==> src/rtl/tetris_input_conditioner.sv <==
// -----------------------------------------------------------------------------
// tetris_input_conditioner
//
// Conditions the raw Tetris push-buttons (left, right, rotate, drop) for the
// game/VGA controller. Each channel is independent: a two-flop synchronizer,
// a debouncer that accepts a level only after DEBOUNCE_CYCLES stable cycles,
// and a small FSM that emits a one-cycle move strobe on each accepted press
// and, when auto-repeat is enabled, on a delay/period schedule while held.
//
// Ports
//   clk        in   system clock (100 MHz)
//   reset      in   synchronous, active-low reset
//   btn_raw    in   [NUM_BTNS] asynchronous bouncy pins, 1 = pressed
//   repeat_en  in   [NUM_BTNS] per-channel auto-repeat enable, quasi-static
//   btn_level  out  [NUM_BTNS] debounced button state
//   btn_pulse  out  [NUM_BTNS] one-cycle strobe per accepted press or repeat
// -----------------------------------------------------------------------------
module tetris_input_conditioner #(
  parameter int NUM_BTNS        = 4,
  parameter int DEBOUNCE_CYCLES = 1000000,
  parameter int REPEAT_DELAY    = 20000000,
  parameter int REPEAT_PERIOD   = 5000000,
  parameter int CNT_W           = 25
) (
  input  logic                clk,
  input  logic                reset,
  input  logic [NUM_BTNS-1:0] btn_raw,
  input  logic [NUM_BTNS-1:0] repeat_en,
  output logic [NUM_BTNS-1:0] btn_level,
  output logic [NUM_BTNS-1:0] btn_pulse
);

  localparam logic [1:0] ST_IDLE    = 2'd0;
  localparam logic [1:0] ST_LATCHED = 2'd1;
  localparam logic [1:0] ST_HELD    = 2'd2;
  localparam logic [1:0] ST_REPEAT  = 2'd3;

  localparam logic [CNT_W-1:0] DB_LAST  = CNT_W'(DEBOUNCE_CYCLES - 1);
  localparam logic [CNT_W-1:0] RD_LAST  = CNT_W'(REPEAT_DELAY - 1);
  localparam logic [CNT_W-1:0] RP_LAST  = CNT_W'(REPEAT_PERIOD - 1);
  localparam logic [CNT_W-1:0] CNT_ONE  = CNT_W'(1);

  logic [NUM_BTNS-1:0] sync1_q, sync1_d;
  logic [NUM_BTNS-1:0] sync2_q, sync2_d;
  logic [NUM_BTNS-1:0] level_q, level_d;
  logic [NUM_BTNS-1:0] pulse_q, pulse_d;
  logic [CNT_W-1:0]    db_cnt_q  [NUM_BTNS];
  logic [CNT_W-1:0]    db_cnt_d  [NUM_BTNS];
  logic [CNT_W-1:0]    rpt_cnt_q [NUM_BTNS];
  logic [CNT_W-1:0]    rpt_cnt_d [NUM_BTNS];
  logic [1:0]          state_q   [NUM_BTNS];
  logic [1:0]          state_d   [NUM_BTNS];

  // Per-channel debounce decisions, shared by the FSM.
  logic [NUM_BTNS-1:0] differ;
  logic [NUM_BTNS-1:0] db_done;
  logic [NUM_BTNS-1:0] rise;
  logic [NUM_BTNS-1:0] fall;

  // Synchronizer: only sync2 is used downstream.
  always_comb begin
    sync1_d = btn_raw;
    sync2_d = sync1_q;
  end

  // Debounce: count while the synchronized input disagrees with the accepted
  // level; any agreement (a glitch back) restarts the count from zero.
  always_comb begin
    differ  = '0;
    db_done = '0;
    rise    = '0;
    fall    = '0;
    level_d = level_q;
    for (int i = 0; i < NUM_BTNS; i++) begin
      differ[i]  = sync2_q[i] ^ level_q[i];
      db_done[i] = differ[i] && (db_cnt_q[i] == DB_LAST);
      rise[i]    = db_done[i] && sync2_q[i];
      fall[i]    = db_done[i] && !sync2_q[i];
      if (!differ[i] || db_done[i]) begin
        db_cnt_d[i] = '0;
      end else begin
        db_cnt_d[i] = db_cnt_q[i] + CNT_ONE;
      end
      if (db_done[i]) begin
        level_d[i] = sync2_q[i];
      end
    end
  end

  // Channel FSM. The initial pulse is registered on the same edge as the
  // level change. In HELD/REPEAT an accepted fall wins over a terminal count,
  // so release never produces a strobe.
  always_comb begin
    pulse_d = '0;
    for (int i = 0; i < NUM_BTNS; i++) begin
      state_d[i]   = state_q[i];
      rpt_cnt_d[i] = rpt_cnt_q[i];
      case (state_q[i])
        ST_IDLE: begin
          if (rise[i]) begin
            pulse_d[i]   = 1'b1;
            rpt_cnt_d[i] = '0;
            state_d[i]   = repeat_en[i] ? ST_HELD : ST_LATCHED;
          end
        end
        ST_LATCHED: begin
          if (fall[i]) begin
            state_d[i] = ST_IDLE;
          end
        end
        ST_HELD: begin
          if (fall[i]) begin
            rpt_cnt_d[i] = '0;
            state_d[i]   = ST_IDLE;
          end else if (rpt_cnt_q[i] == RD_LAST) begin
            pulse_d[i]   = 1'b1;
            rpt_cnt_d[i] = '0;
            state_d[i]   = ST_REPEAT;
          end else begin
            rpt_cnt_d[i] = rpt_cnt_q[i] + CNT_ONE;
          end
        end
        default: begin
          if (fall[i]) begin
            rpt_cnt_d[i] = '0;
            state_d[i]   = ST_IDLE;
          end else if (rpt_cnt_q[i] == RP_LAST) begin
            pulse_d[i]   = 1'b1;
            rpt_cnt_d[i] = '0;
          end else begin
            rpt_cnt_d[i] = rpt_cnt_q[i] + CNT_ONE;
          end
        end
      endcase
    end
  end

  always_ff @(posedge clk) begin
    if (!reset) begin
      sync1_q <= '0;
      sync2_q <= '0;
      level_q <= '0;
      pulse_q <= '0;
      for (int i = 0; i < NUM_BTNS; i++) begin
        db_cnt_q[i]  <= '0;
        rpt_cnt_q[i] <= '0;
        state_q[i]   <= ST_IDLE;
      end
    end else begin
      sync1_q <= sync1_d;
      sync2_q <= sync2_d;
      level_q <= level_d;
      pulse_q <= pulse_d;
      for (int i = 0; i < NUM_BTNS; i++) begin
        db_cnt_q[i]  <= db_cnt_d[i];
        rpt_cnt_q[i] <= rpt_cnt_d[i];
        state_q[i]   <= state_d[i];
      end
    end
  end

  assign btn_level = level_q;
  assign btn_pulse = pulse_q;

endmodule

==> config.mk <==
export PLATFORM = sky130hd
export DESIGN_NAME = tetris_input_conditioner
export DESIGN_NICKNAME = d
export VERILOG_FILES = /design/src/rtl/tetris_input_conditioner.sv
export SDC_FILE = /design/constraint.sdc
export NUM_CORES = 1
export LEC_CHECK = 0
export ABC_AREA = 1
export CORE_MARGIN = 3
export CORE_UTILIZATION = 45
export DETAILED_ROUTE_END_ITERATION = 10
export HOLD_SLACK_MARGIN = 0.08
export PLACE_DENSITY = 0.67
export SETUP_SLACK_MARGIN = 0.15
export SLEW_MARGIN = 20
export SYNTH_ARGS = -nofsm -noshare
export SYNTH_HDL_FRONTEND = slang
export SYNTH_SLANG_ARGS = --single-unit
==> constraint.sdc <==
create_clock -name clk -period 1.71 [get_ports clk]
set_input_delay 0.171 -clock clk [delete_from_list [all_inputs] [get_ports clk]]
set_output_delay 0.171 -clock clk [all_outputs]
set_load 0.05 [all_outputs]
Yosys cells after proc, flatten, opt, wreduce, memory -nomap -nowiden
Memories as Yosys holds them, arrays and structs flattened.
Index checks and enable logic that the tools add are counted.
{"block": "word_totals", "regBits": 16, "ram_bits": 208, "output_inout_bits": 8, "wordCells": 172, "mem_count": 3}
{"block": "op_classes", "n_addsub": 8, "eq_ne": 20, "mux": 90, "bitwise_logic": 16, "reduce_logical": 28}
{"name": "db_cnt_q", "words": 4, "word_bits": 25, "read_ports": 4, "rd_ports_with_merged_regs": 0, "wr": 4, "line_no": "47", "text": "logic [CNT_W-1:0] db_cnt_q [NUM_BTNS];"}
{"name": "rpt_cnt_q", "words": 4, "word_bits": 25, "read_ports": 4, "rd_ports_with_merged_regs": 0, "wr": 4, "line_no": "49", "text": "logic [CNT_W-1:0] rpt_cnt_q [NUM_BTNS];"}
{"name": "state_q", "words": 4, "word_bits": 2, "read_ports": 4, "rd_ports_with_merged_regs": 0, "wr": 4, "line_no": "51", "text": "logic [1:0] state_q [NUM_BTNS];"}
{"operator": "25-bit 2-to-1 mux", "n": 32}
{"operator": "25-bit case mux with 3 select lines", "n": 4}
{"operator": "25-bit by 1-bit adder with 25-bit output, second input constant", "n": 8}
{"operator": "25-bit by 20-bit equality test with 1-bit output, second input constant", "n": 4}
{"operator": "25-bit by 23-bit equality test with 1-bit output, second input constant", "n": 4}
{"operator": "25-bit equality test, second input constant", "n": 4}
{"operator": "2-bit 2-to-1 mux", "n": 24}
{"operator": "1-bit 2-to-1 mux", "n": 22}
{"operator": "2-bit case mux with 2 select lines", "n": 4}
{"operator": "1-bit logical AND", "n": 12}
{"operator": "1-bit OR", "n": 12}
{"operator": "1-bit case mux with 3 select lines", "n": 4}
{"operator": "2-bit by 1-bit equality test with 1-bit output, second input constant", "n": 4}
{"operator": "2-bit equality test, second input constant", "n": 4}
{"operator": "1-bit logical NOT", "n": 8}
{"operator": "2-bit logical NOT", "n": 4}
{"operator": "1-bit logical OR", "n": 4}
{"operator": "1-bit bitwise XOR", "n": 4}

Logic depth before layout (Yosys ltp)
Gate-level depths: netlist of run 1.
{"block": "depth", "depth_word": 6, "depth_mapped": 14}

Worst setup path before layout of run 1
Ideal clock, no wire load.
{"block": "synth_path", "path_kind": "register to register", "from": "mem db_cnt_q[2][0]", "to": "mem rpt_cnt_q[2][1]", "arrival_time_ns": 1.651, "required_time_ns": 1.594, "slack_ns": -0.056, "stages_incl_launch_ff": 12, "path_cell_list": "dfxtp_1 -> ha_1 -> nand3_2 -> nor2_1 -> nand2_1 -> nor2_1 -> nand3_2 -> nand3_2 -> nand3_1 -> nand2_1 -> buf_4 -> nor2_1"}
{"item": "start, declared", "line_no": "47"}
{"item": "end, declared", "line_no": "49"}

==> impl_metrics.ini, run 1 <==
[critical_path]
critPathBufInv = 2
cp-end-kind = flip-flop
cp.required_ns = 2.13
start_kind = flip-flop
regToRegSetupSlack_ns = -0.28
path_delay_family = simple AND/OR/NAND/NOR gates
critPathMaxStageDelay_ns = 0.35
cp_cell_sequence = ha_4 > nand3_4 > nor3_4 > nand4_1 > buf_4 > o21bai_4 > nand3_2 > nand2_4 > clkbuf_16 > a21oi_1
crit_slowest_cell = dfxtp_2
arrival_ns = 2.41
path_class = flip-flop to flip-flop
crit_path_max_fanout = 5
r2r-end = rpt_cnt_q[2][18]
reg2reg_from = db_cnt_q[2][1]
reg2regPathDepth = 10

[cts]
clk_latency_ns = 0.56
clock_path_buffers = 3
clkSinkCount = 224
root_buffer = clkbuf_16
numCtsBuffers = 27
cts_max_level = 1
clkTransAtPathRegs_ns = 0.06
cts_tree = done

[drt]
wl_um = 45500
top_layer_used = met4
wl_per_cell_um = 15.8
firstDrtPassIters = 5
met3_length_um = 2710
via_count = 15600
dr_wl_met2_um = 22400
m1WireLength_um = 18800
first_iter_violations = 1328
postRouteAntennaNets = 0
vias_per_cell = 5.44
drc = 0

[final_layout]
drive_above_1_share = 0.378
instances_no_fill = 2873
postLayoutCoreUtil = 0.717
finalNetCount = 2495
antenna_cells = 0
areaGrowthSynthToFinish_pct = 54.1

[logic_synthesis]
synthArstFlopShare = 0
ys_seq_area_frac = 0.341
ys_warn_count = 0
ys_types = 48
synth_most_common_cell = nand2_1
syn_area_per_cell_sq_um = 6.32
synth_area_sq_um = 13100
synth_common_cells = 501 x nand2_1, 366 x nor2_1, 257 x inv_1
synth_edf_count = 0
yosysTopAreaCell = dfxtp_1
yosys-top-cells-area = dfxtp_1 34%, nand2_1 14%, nor2_1 10%, inv_1 7.3%, nand3_1 6.3%
syn_nets = 2098
yosysTopAreaCellShare = 0.341
ys_ff_latch = 224
synth_cells = 2080
ys.flop_type = dfxtp_1

[pwr]
total_leakage_power_nw = 7.97
p_sw_mw = 3.62
power_frac_comb = 0.169
power_switching_share = 0.276
powerDensity_nw_per_um2 = 647
pwr-share-seq = 0.410
ir_drop_mv = 0.735
clkPwrFrac = 0.420
p_int_mw = 9.47

[die]
io_pins = 18
fp.dieH_um = 177
start_util = 0.465
core_sq_um = 28200
fp-row-count = 61
die_w_um = 177
die-area_sq_um = 31300

[global_route]
grt_max_degree = 26
grt_pass1_vias = 14200
antenna_found_initial = 0
grt_util_all_layers = 0.248
grt_pass1_wl_um = 66300
overflow = 0

[sta]
period_share = 1.16
period_minus_slack_ns = 1.99
drv_slew = 0
worstMarginPinSlew_ns = 0.497
fin_skew_ns = 0.0275
whs_ns = 0.163
hold_viol = 0
rsz0062_at_grt = true
worst_slack_ns = -0.280
maxSlewHeadroom = 0.668
setup_violations = 166
max_freq_mhz = 502

[outcome]
status = finished, violations left
violations = setup timing

[place]
dp.cells = 2681
port_buffers = 17
hpwl_um = 26000
globalplace.congestion = 0.935

[worst_hold_path]
hold_class = input port to flip-flop
holdCritStartpoint = btn_raw[3]
whs_path_depth = 3
holdPathEnd = sync1_q[3]

[job]
max_cap_violations = 0
-- worst register-to-register path, stage by stage, from the launching register on --
cell	delay, ns
dfxtp_2	0.35
ha_4	0.15
nand3_4	0.11
nor3_4	0.17
nand4_1	0.17
buf_4	0.19
o21bai_4	0.21
nand3_2	0.16
nand2_4	0.14
clkbuf_16	0.18
a21oi_1	0.04
-- kinds of logic after synthesis --
logic type | after synthesis | share of synthesized area
XOR/XNOR | 32 | 0.0213
AND/OR/NAND/NOR | 1338 | 0.461
adder cells (fa/ha/maj) | 8 | 0.00762
flip-flops | 224 | 0.341
buffers and inverters | 309 | 0.0982
AO/OA/AOI/OAI | 169 | 0.0709
-- area by class of cell --
| class | count | area [sq um] |
|---|---|---|
| inverters | 267 | 1030 |
| clock buffers | 39 | 741 |
| clock inverters | 8 | 75.1 |
| multi-input cells | 1550 | 9470 |
| fillers | 2103 | 7990 |
| flip-flops and latches | 224 | 4580 |
| repair buffers | 407 | 3880 |
| well taps | 378 | 473 |
-- how the worst max path moves through the flow --
| stage | start | to | slack, ns | cells past startpoint |
|---|---|---|---|---|
| final | db_cnt_q[2][1] | rpt_cnt_q[2][18] | -0.28 | 10 |
| after detailed placement | db_cnt_q[3][1] | rpt_cnt_q[3][5] | -0.14 | 8 |
| after CTS | db_cnt_q[2][1] | rpt_cnt_q[2][5] | -0.09 | 9 |
| after floorplan | db_cnt_q[3][1] | rpt_cnt_q[3][22] | -0.03 | 9 |
| after global routing | db_cnt_q[2][10] | rpt_cnt_q[2][7] | -0.38 | 10 |
| after global placement | db_cnt_q[2][16] | rpt_cnt_q[2][3] | -0.10 | 10 |
-- what timing repair did --
action                                  CTS  global route
endpoints found under the hold margin     1             0
setup buffers                            67            52
gates cloned                             17             8
hold buffers                              1             0
pin swaps                               119           160
gates resized for setup                 285           345
endpoints found under the setup margin  184           218
-- metal layers --
layer | global-route usage | vias up
met5 | 0 | -
met4 | 0.0714 | 0
met3 | 0.0322 | 146
met2 | 0.426 | 597
met1 | 0.328 | 7354
li1 | - | 7539
-- state kept, by name, summed over array words and instances (netlist names) --
register and flops:
rpt_cnt_q 100, sync1_q 4, btn_level 4, sync2_q 4
state_q 8, btn_pulse 4, db_cnt_q 100
-- placed cells by master, fill, tap and decap left out, types with 34 or more instances in the layout --
cell type	Yosys	layout
nand3_2	10	34
nor2_4	3	51
a21oi_1	86	44
dfxtp_1	224	164
nor3_1	100	62
nor2_2	23	54
buf_6	11	70
a21oi_2	0	41
dfxtp_2	0	53
buf_4	8	285
nand4_1	81	81
nand2_1	501	421
nor2_1	366	287
nand3_1	166	119
nand2_2	11	58
inv_1	257	231
-- through the flow --
stage / setup WS (ns) / total power [mW] / area (sq um) / setup TNS (ns)
after floorplan: -0.0257 / 6.26 / 13400 / -0.509
after global placement: -0.103 / 6.70 / 15700 / -3.46
after detailed placement: -0.143 / 6.73 / 15700 / -6.55
after CTS: -0.0894 / 12.9 / 18400 / -2.75
after global routing: -0.380 / 13.5 / 20200 / -36.23
final: -0.280 / 13.1 / 20200 / -17.67
-- power groups by stage --
| stage | Clock, mW | Combinational (mW) | Sequential [mW] |
|---|---|---|---|
| after CTS | 5.55 | 1.97 | 5.36 |
| final | 5.50 | 2.21 | 5.37 |
| after global placement | 0 | 1.23 | 5.47 |
| after detailed placement | 0 | 1.26 | 5.47 |
| after floorplan | 0 | 0.812 | 5.45 |
| after global routing | 5.79 | 2.36 | 5.38 |
No activity file was read; power rests on OpenSTA's default activity.
==> run 2, diff against run 1 <==
--- a/config.mk
+++ b/config.mk
@@ -5,7 +5,7 @@
 export SDC_FILE = /design/constraint.sdc
 export NUM_CORES = 1
 export LEC_CHECK = 0
-export ABC_AREA = 1
+export ABC_AREA = 0
 export CORE_MARGIN = 3
 export CORE_UTILIZATION = 45
 export DETAILED_ROUTE_END_ITERATION = 10
==> constraint.sdc (replaced) <==
create_clock -name clk -period 1.8 [get_ports clk]
set_input_delay 0.18 -clock clk [delete_from_list [all_inputs] [get_ports clk]]
set_output_delay 0.18 -clock clk [all_outputs]
set_load 0.05 [all_outputs]
==> impl_metrics.ini, run 2 <==
[cts]
cts_max_level = 1
clkTransAtPathRegs_ns = 0.06
clock_path_buffers = 3
root_buffer = clkbuf_16
clkSinkCount = 224
clk_latency_ns = 0.53
cts_tree = done
numCtsBuffers = 26

[final_layout]
antenna_cells = 0
stdcell_area_sq_um = 16400
final_common_cell = buf_4
mostFrequentLayoutCells = 262 x buf_4, 185 x dfxtp_1, 110 x nor2_1
finalNetCount = 1616
drive_above_1_share = 0.414
reg_top3 = db_cnt_q: 100 flops, rpt_cnt_q: 100 flops, state_q: 8 flops
fillers = 1534
areaGrowthSynthToFinish_pct = 54.1

[sta]
rsz0062_at_grt = true
period_minus_slack_ns = 2.32
drv_slew = 0
worstMarginPinSlew_ns = 0.951
worst_slack_ns = -0.524
fin_skew_ns = 0.00787
period_share = 1.29
whs_ns = 0.237
hold_viol = 0
max_freq_mhz = 430
maxSlewHeadroom = 0.364
setup_violations = 193

[place]
globalplace.congestion = 0.859
post_dp_cell_area_sq_um = 13500
port_buffers = 17
hpwl_um = 17600

[critical_path]
regToRegSetupSlack_ns = -0.52
crit_slowest_cell = or4b_4
path_class = flip-flop to flip-flop
reg2regPathDepth = 7
critPathMaxStageDelay_ns = 0.53
arrival_ns = 2.78
cp.required_ns = 2.26
cp_cell_sequence = or4b_4 > or4_4 > nor3_4 > buf_6 > o21ai_4 > or4_1 > a21oi_1
start_kind = flip-flop
cp-end-kind = flip-flop
crit_path_max_fanout = 6

[logic_synthesis]
synth_cells = 1259
syn_area_per_cell_sq_um = 8.44
yosysTopAreaCell = dfxtp_1
ys_seq_area_frac = 0.422
ys_warn_count = 0
ys_ff_latch = 224
synthArstFlopShare = 0
ys.flop_type = dfxtp_1
syn_nets = 1277
yosysTopAreaCellShare = 0.422
synth_common_cells = 224 x dfxtp_1, 224 x nor2_1, 93 x xor2_1
synth_area_sq_um = 10600
synth_edf_count = 0
yosys-top-cells-area = dfxtp_1 42%, nor2_1 7.9%, xor2_1 7.7%, xnor2_1 6.6%, nand3_1 3.4%
ys_types = 61

[die]
start_util = 0.464
core_sq_um = 22900
die_w_um = 160
fp.dieH_um = 160
fp-row-count = 55
io_pins = 18
die-area_sq_um = 25500

[pwr]
total_leakage_power_nw = 6.07
ir_drop_mv = 0.696
powerDensity_nw_per_um2 = 659

[worst_hold_path]
hold_class = input port to flip-flop
whs_path_depth = 2

[global_route]
antenna_found_initial = 0
overflow = 0
grt_pass1_vias = 10300
grt_util_all_layers = 0.223
grt_max_degree = 24
grt_pass1_wl_um = 49000

[drt]
top_layer_used = met4
wl_per_cell_um = 16.6
m1WireLength_um = 13600
vias_per_cell = 5.53
first_iter_violations = 670
dr_wl_met2_um = 15900
postRouteAntennaNets = 0
via_count = 10700
drc = 0
firstDrtPassIters = 5
met3_length_um = 1430
wl_um = 32000

[outcome]
status = finished, violations left
violations = setup timing

[job]
max_cap_violations = 0
==> run 2: timing repair <==
action / in CTS / in global routing
buffers inserted: 32 / 15
cloned: 16 / 4
setup endpoints to repair: 221 / 216
hold endpoints to repair: 1 / 0
resized for setup: 160 / 169
hold buffers: 1 / 0
pin swaps: 81 / 78
==> run 2: final cells by class <==
type | count | area, sq um | share of cell area
multi-input combinational | 970 | 7320 | 0.447
clock buffer | 38 | 767 | 0.0468
sequential | 224 | 4540 | 0.277
timing repair buffer | 346 | 3120 | 0.190
inverter | 30 | 113 | 0.00688
clock inverter | 10 | 130 | 0.00795
tap | 313 | 392 | 0.0239
==> run 2: logic make-up after synthesis <==
family / Yosys count / share of synthesized area
AND/OR/NAND/NOR: 667 / 0.330
flip-flops: 224 / 0.422
XOR/XNOR: 173 / 0.143
AO/OA/AOI/OAI: 109 / 0.0644
buffers and inverters: 74 / 0.0280
adder cells (fa/ha/maj): 8 / 0.00942
multiplexers: 4 / 0.00377
==> run 2: through the flow <==
stage                     setup TNS, ns  cells  setup WS, ns  total power, mW   util
after floorplan                  -30.39   1259        -0.495             5.18      -
after global placement           -44.60   1815        -0.517             5.25  0.591
after detailed placement         -51.45   1815        -0.581             5.25  0.591
after CTS                        -45.57   1912        -0.543             10.8  0.679
after global routing             -68.75   1931        -0.612             11.1  0.715
final                            -54.77   1931        -0.524             10.8  0.715
==> run 2: report_power, final <==
part / internal [mW] / switching [mW] / total [mW]
clock: 3.37 / 2.13 / 5.51
combinational: 0.144 / 0.163 / 0.306
sequential: 4.97 / 0.00579 / 4.97
total: 8.48 / 2.30 / 10.8
==> run 2: worst paths after layout <==
path / from / end
worst max-delay path: db_cnt_q[3][11] / rpt_cnt_q[3][16]
worst max register to register: db_cnt_q[3][11] / rpt_cnt_q[3][16]
worst min register to register: sync1_q[3] / sync2_q[3]
worst min-delay path: btn_raw[1] / sync1_q[1]
==> run 2: worst max-delay path, delay by kind of cell, from the launching register on <==
| family | cells | cell delay, ns |
|---|---|---|
| flip-flops | 1 | 0.31 |
| AND/OR/NAND/NOR | 4 | 1.60 |
| AO/OA/AOI/OAI | 2 | 0.17 |
| buffers and inverters | 1 | 0.16 |
==> run 2: per-layer routing <==
layer / vias to the layer above / track usage
li1: 5121 / -
met1: 5135 / 0.286
met4: 0 / 0.0712
met3: 93 / 0.0314
met5: - / 0
met2: 321 / 0.387
==> run 3, diff against run 2 <==
--- a/config.mk
+++ b/config.mk
@@ -11,7 +11,8 @@
 export DETAILED_ROUTE_END_ITERATION = 10
 export HOLD_SLACK_MARGIN = 0.08
 export PLACE_DENSITY = 0.67
-export SETUP_SLACK_MARGIN = 0.15
+export SETUP_SLACK_MARGIN = 0.1
+export SKIP_CTS_REPAIR_TIMING = 1
 export SLEW_MARGIN = 20
 export SYNTH_ARGS = -nofsm -noshare
 export SYNTH_HDL_FRONTEND = slang
==> impl_metrics.ini, run 3 (same netlist as run 2, synthesis figures left out) <==
[pwr]
clkPwrFrac = 0.501
power_switching_share = 0.213
p_int_mw = 8.23
pwr-share-seq = 0.475
powerDensity_nw_per_um2 = 657
power_frac_comb = 0.024
p_sw_mw = 2.23
total_power_mw = 10.5
ir_drop_mv = 0.669
total_leakage_power_nw = 5.95

[cts]
root_buffer = clkbuf_16
cts_max_level = 1
clkTransAtPathRegs_ns = 0.06
numCtsBuffers = 26
clock_path_buffers = 3
clk_latency_ns = 0.54
cts_tree = done
clkSinkCount = 224

[drt]
firstDrtPassIters = 5
wl_um = 28300
postRouteAntennaNets = 0
first_iter_violations = 466
via_count = 10100
vias_per_cell = 5.33
drc = 0
wl_per_cell_um = 14.9

[final_layout]
antenna_cells = 0
areaGrowthSynthToFinish_pct = 49.7
final_common_cell = buf_4
mostFrequentLayoutCells = 264 x buf_4, 180 x dfxtp_1, 163 x nor2_1
drive_above_1_share = 0.379
reg_top3 = db_cnt_q: 100 flops, rpt_cnt_q: 100 flops, state_q: 8 flops
finalNetCount = 1589
postLayoutCoreUtil = 0.694

[global_route]
overflow = 0
grt_pass1_vias = 9323
grt_max_degree = 26
grt_pass1_wl_um = 41800
grt_util_all_layers = 0.185
antenna_found_initial = 0

[critical_path]
crit_path_max_fanout = 4
critPathBufInv = 1
crit_slowest_cell = or4b_4
arrival_ns = 2.90
start_kind = flip-flop
cp.required_ns = 2.28
path_class = flip-flop to flip-flop
critPathMaxStageDelay_ns = 0.53
cp_cell_sequence = or4b_4 > or4_4 > nor3_4 > buf_4 > o21ai_2 > or4_1 > a21oi_2
cp-end-kind = flip-flop
reg2reg_from = db_cnt_q[3][11]
crit_start = db_cnt_q[3][11]
path_delay_family = simple AND/OR/NAND/NOR gates

[die]
die_w_um = 160
io_pins = 18
die-area_sq_um = 25500
core_sq_um = 22900
fp.dieH_um = 160
start_util = 0.464
fp-row-count = 55

[sta]
hold_viol = 0
rsz0062_at_grt = true
setup_violations = 161
worstMarginPinSlew_ns = 0.842
drv_slew = 0
maxSlewHeadroom = 0.437
period_minus_slack_ns = 2.43
fin_skew_ns = 0.0186
max_freq_mhz = 412
period_share = 1.35
worst_slack_ns = -0.627

[outcome]
violations = setup timing
status = finished, violations left

[worst_hold_path]
hold_class = input port to flip-flop
holdCritStartpoint = reset

[job]
max_cap_violations = 0

[place]
port_buffers = 17
globalplace.congestion = 0.824
hpwl_um = 17000
pre_cts_slack_ns = -0.541
run 3: worst paths after layout:
kind,endpoint,slack [ns],cells past startpoint
setup / recovery,rpt_cnt_q[3][16],-0.63,7
hold / removal,state_q[0][0],0.12,2
setup reg to reg,rpt_cnt_q[3][16],-0.63,7
hold reg to reg,sync2_q[3],0.43,1
run 3: layer usage:
layer | global-route usage | vias to the layer above | part of all wire
met3 | 0.0252 | 48 | 0.033
met5 | 0 | - | 0
met4 | 0.0485 | 0 | 0.019
li1 | - | 5072 | -
met2 | 0.320 | 163 | 0.51
met1 | 0.244 | 4859 | 0.44
run 3: layout make-up:
type                       instances  area, sq um
clock inverter                    10         91.3
clock buffer                      37          782
timing repair buffer             323         2830
fill                            1643         7000
tap                              313          392
sequential                       224         4550
inverter                          30          113
multi-input combinational        966         7150
run 3: power groups by stage:
stage | combinational [mW] | sequential [mW] | clock (mW)
global placement | 0.160 | 5.08 | 0
floorplan | 0.102 | 5.08 | 0
global route | 0.262 | 4.97 | 5.57
detailed placement | 0.161 | 5.08 | 0
CTS | 0.161 | 4.97 | 5.37
finish | 0.248 | 4.97 | 5.24
run 3: stage by stage:
step                cells  hold slack, ns  setup TNS [ns]  instance area (sq um)
finish               1903           0.117          -47.70                  15900
global route         1903           0.111          -60.70                  15900
CTS                  1862          0.0111          -49.88                  14400
detailed placement   1815           0.423          -47.14                  13500
global placement     1815           0.422          -43.87                  13500
floorplan            1259           0.307          -30.39                  11200
